`src/rtl/downcounter.sv`:
```
// downcounter: loadable N-bit down counter / interval timer.
//
// A load captures a start value (also kept as the reload value) and, when
// non-zero, starts the count. Each enabled cycle in RUN decrements q. On the
// 1 -> 0 step a one-cycle tc pulse is produced. In auto-reload mode q goes
// back to the reload value and the counter stays in RUN. In one-shot mode q
// ends at 0 and the counter parks in DONE until the next load.
//
// Ports
//   clk        in   1  system clock, posedge
//   rst_n      in   1  asynchronous active-low reset
//   load       in   1  load request (highest priority)
//   load_val   in   N  start value captured on load
//   en         in   1  count enable, one decrement per enabled cycle in RUN
//   reload_en  in   1  1: auto-reload at terminal count, 0: one-shot
//   q          out  N  current count (registered)
//   busy       out  1  state is RUN (registered)
//   tc         out  1  terminal-count pulse, one cycle wide (registered)
//   done       out  1  state is DONE (registered)
module downcounter #(
  parameter int unsigned N = 4
) (
  input  logic         clk,
  input  logic         rst_n,
  input  logic         load,
  input  logic [N-1:0] load_val,
  input  logic         en,
  input  logic         reload_en,
  output logic [N-1:0] q,
  output logic         busy,
  output logic         tc,
  output logic         done
);

  typedef enum logic [1:0] {
    ST_IDLE = 2'd0,
    ST_RUN  = 2'd1,
    ST_DONE = 2'd2
  } state_e;

  localparam logic [N-1:0] ONE = N'(1);

  state_e       state_q, state_d;
  logic [N-1:0] cnt_q, cnt_d;
  logic [N-1:0] reload_q, reload_d;
  logic         tc_q, tc_d;
  logic         busy_q, busy_d;
  logic         done_q, done_d;

  // Next-state: load > en > hold. tc defaults low so it is a single-cycle
  // pulse unless the terminal condition repeats (reload value of 1).
  always_comb begin
    state_d  = state_q;
    cnt_d    = cnt_q;
    reload_d = reload_q;
    tc_d     = 1'b0;

    if (load) begin
      cnt_d    = load_val;
      reload_d = load_val;
      state_d  = (load_val != '0) ? ST_RUN : ST_IDLE;
    end else if (state_q == ST_RUN && en) begin
      if (cnt_q == ONE) begin
        tc_d = 1'b1;
        if (reload_en) begin
          cnt_d = reload_q;
        end else begin
          cnt_d   = '0;
          state_d = ST_DONE;
        end
      end else begin
        cnt_d = cnt_q - ONE;
      end
    end

    // Status flags are registered from the next state so they line up with q.
    busy_d = (state_d == ST_RUN);
    done_d = (state_d == ST_DONE);
  end

  always_ff @(posedge clk or negedge rst_n) begin
    if (!rst_n) begin
      state_q  <= ST_IDLE;
      cnt_q    <= '0;
      reload_q <= '0;
      tc_q     <= 1'b0;
      busy_q   <= 1'b0;
      done_q   <= 1'b0;
    end else begin
      state_q  <= state_d;
      cnt_q    <= cnt_d;
      reload_q <= reload_d;
      tc_q     <= tc_d;
      busy_q   <= busy_d;
      done_q   <= done_d;
    end
  end

  assign q    = cnt_q;
  assign busy = busy_q;
  assign tc   = tc_q;
  assign done = done_q;

endmodule
```
`config.mk`:
```
export PLATFORM = sky130hd
export DESIGN_NAME = downcounter
export DESIGN_NICKNAME = d
export VERILOG_FILES = /design/src/rtl/downcounter.sv
export SDC_FILE = /design/constraint.sdc
export NUM_CORES = 1
export LEC_CHECK = 0
export CAP_MARGIN = 40
export CORE_MARGIN = 2
export CORE_UTILIZATION = 51
export CTS_BUF_LIST = sky130_fd_sc_hd__clkbuf_16
export DETAILED_ROUTE_END_ITERATION = 6
export PLACE_DENSITY = 0.93
export SETUP_SLACK_MARGIN = 0.3
export SLEW_MARGIN = 20
export SYNTH_ARGS = -nofsm -noshare
export SYNTH_HDL_FRONTEND = slang
export SYNTH_SLANG_ARGS = --single-unit
```
`constraint.sdc`:
```
create_clock -name clk -period 2.8 [get_ports clk]
set_input_delay 0.56 -clock clk [delete_from_list [all_inputs] [get_ports clk]]
set_output_delay 0.56 -clock clk [all_outputs]
set_load 0.05 [all_outputs]
```
==> flow_metrics.env <==
export IMPL_async_reset_ff_share_pct=100.0
export IMPL_synth_edf_count=0
export IMPL_status="completed"
export IMPL_antenna_found_initial=0
export IMPL_drt_wl_total_um=1594
export IMPL_p_leak_uw=0.0004011
export IMPL_crit_path_top_delay_cell="clkdlybuf4s50_1"
export IMPL_cp_start_kind="flip-flop"
export IMPL_drv_slew=0
export IMPL_crit_path_max_incr_delay_ns=0.84
export IMPL_postCtsSetupRepairBufs=0
export IMPL_portBuffers=15
export IMPL_rows=13
export IMPL_ys_types=28
export IMPL_gp_congestion=0.8486
export IMPL_fin_tns_setup_ns=0
export IMPL_crit_family="buffers and inverters"
export IMPL_p_per_area_nw_per_um2=651.5
export IMPL_min_period_ns=2.082
export IMPL_peakVddDrop_mv=0.4519
export IMPL_finClkSkew_ns=0.002510
export IMPL_ios=16
export IMPL_vias_per_cell=5.690
export IMPL_die_w_um=41.59
export IMPL_fin_nets=97
export IMPL_initial_utilization_pct=54.70
export IMPL_path_class="flip-flop to output port"
export IMPL_ys_ff_latch=13
export IMPL_grt_usage_pct=20.53
export IMPL_cts_buffers_inserted=3
export IMPL_crit_path_max_fanout=7
export IMPL_root_buffer="clkbuf_16"
export IMPL_ys_flop_type="dfrtp_1"
export IMPL_core_area_sq_um=1318
export IMPL_die_area_sq_um=1730
export IMPL_drc=0
export IMPL_setup_viol=0
export IMPL_area_delta_synth_final_pct=31.25
export IMPL_cts_tree="built"
export IMPL_syn_avg_cell_area_sq_um=10.60
export IMPL_netlist_area_sq_um=720.7
export IMPL_synthTopCellsByArea="dfrtp_1 45%, mux2_2 7.8%, inv_1 3.6%, ha_1 3.5%, o21ai_0 3.5%"
export IMPL_grt_max_degree=20
export IMPL_crit_buf_inv=1
export IMPL_wl_per_cell_um=15.94
export IMPL_first_pass_iters=4
export IMPL_diodes=0
export IMPL_yosys_top_cells_count="13 x dfrtp_1, 7 x inv_1, 5 x mux2_2, 5 x nand2_1, 5 x o21ai_0"
export IMPL_cap_viol_max_count=0
export IMPL_h_tree_depth=1
export IMPL_path_cells="clkdlybuf4s50_1"
export IMPL_cp_end_kind="output port"
export IMPL_insertion_delay_ns=0.24
export IMPL_path_clk_slew_ns=0.04
export IMPL_grt_pass1_wl_um=2601
export IMPL_slew_headroom_pct=61.14
export IMPL_fin_crit_sh_pct=74.37
export IMPL_vias=569
export IMPL_grt_pass1_vias=528
export IMPL_fill_cells=92
export IMPL_postSynthNetCount=79
export IMPL_rsz0062_at_grt="no"
export IMPL_ant_nets=0
export IMPL_cp_data_arrival_time_ns=1.52
export IMPL_ctsLongestPathBuffers=2
export IMPL_synth_top_area_share_pct=45.14
export IMPL_dieHeight_um=41.59
export IMPL_synth_most_common_cell="dfrtp_1"
export IMPL_drive_gt1_share_pct=17.65
export IMPL_worstPathRequired_ns=2.24
export IMPL_fmax_ghz=0.4802
export IMPL_worst_hold_path_type="flip-flop to flip-flop"
export IMPL_overflow=0
export IMPL_dr_first_iter_drc_count=12
export IMPL_clock_sinks=13
export IMPL_syn_instance_count=68
export IMPL_dpl_hpwl_um=1075
export IMPL_holdBufCountCts=0
export IMPL_yosys_area_top_type="dfrtp_1"
export IMPL_cts_resized=0
export IMPL_worst_slew_pin_slew_ns=0.5811
export IMPL_hold_viol=0
export IMPL_synth_warnings=0
export IMPL_worst_hold_slack_ns=0.5034
export IMPL_synth_seq_area_share_pct=45.14
final cells by class:
| type | instances | area [sq um] | area share [%] |
|---|---|---|---|
| Multi-Input combinational cell | 46 | 346.6 | 36.64 |
| Sequential cell | 13 | 325.3 | 34.39 |
| Timing Repair Buffer | 15 | 150.1 | 15.87 |
| Clock buffer | 3 | 75.07 | 7.937 |
| Inverter | 7 | 26.28 | 2.778 |
| Tap cell | 15 | 18.77 | 1.984 |
| Clock inverter | 1 | 3.754 | 0.3968 |
layer usage:
metal	track usage (%)	wire length (um)	share of wire, %	vias to the layer above
li1	-	-	-	272
met1	26.21	624	39	263
met2	32.19	808	51	27
met3	3.913	93	5.8	7
met4	12.26	68	4.3	0
met5	0	0	0	-
stage by stage:
stage	cells	util, %	setup slack, ns	cell area (sq um)	power, uW
floorplan	68	-	0.9312	720.7	309.2
global placement	96	65.81	0.8380	867.1	351.6
detailed placement	96	65.81	0.8153	867.1	356.9
CTS	100	71.79	0.7217	945.9	622.0
global route	100	71.79	0.6830	945.9	644.7
finish	100	71.79	0.7177	945.9	616.2
path summary, 6_finish.rpt:
kind                            depth (start not counted)           to  slack (ns)       start
worst max-delay path                                    1         q[3]        0.72        q[3]
worst min-delay path                                    1         busy        0.50  state_q[1]
worst max register to register                          5         q[0]        0.99        q[1]
worst min register to register                          1         busy        0.50  state_q[1]
max in group asynchronous                               1  reload_q[3]        1.74       rst_n
min in group asynchronous                               1           tc        0.69       rst_n
state kept, by name (all words and copies together), names as in the netlist:
register / count
q: 4
reload_q: 4
state_q: 2
busy: 1
done: 1
tc: 1
where the power goes:
part	total, uW	switching (uW)	leakage, uW	internal [uW]
Combinational	135	76.0	0.000200	58.6
Sequential	222	17.6	0.000159	205
Clock	259	71.7	0.0000423	188
logic make-up after synthesis:
| logic type | Yosys count | synth area share [%] |
|---|---|---|
| flops | 13 | 45.14 |
| fa+ha+maj | 2 | 3.472 |
| simple gates | 23 | 21.01 |
| compound gates | 15 | 14.41 |
| buf+inv | 9 | 6.771 |
| mux | 6 | 9.201 |
cells in the final DEF (no fill, tap or decap):
| cell | n |
|---|---|
| clkdlybuf4s50_1 | 15 |
| dfrtp_1 | 13 |
| inv_1 | 8 |
| o21ai_0 | 5 |
| nand2_1 | 5 |
| mux2_2 | 5 |
| nor2_1 | 3 |
| clkbuf_16 | 3 |
| nand2b_1 | 2 |
| nor3_1 | 2 |
| a21oi_2 | 2 |
| nor3b_1 | 2 |
| nor2b_1 | 2 |
| o211ai_1 | 2 |
| ha_1 | 2 |
| nand3b_4 | 1 |
| or3b_4 | 1 |
| o41ai_1 | 1 |
| or3_4 | 1 |
| o31ai_1 | 1 |
| or2_2 | 1 |
| and2b_2 | 1 |
| or3_1 | 1 |
| a22oi_1 | 1 |
| nand3b_1 | 1 |
| mux2i_1 | 1 |
| a311oi_1 | 1 |
| a22o_1 | 1 |
| a21oi_1 | 1 |
(Power assumes the default switching activity.)
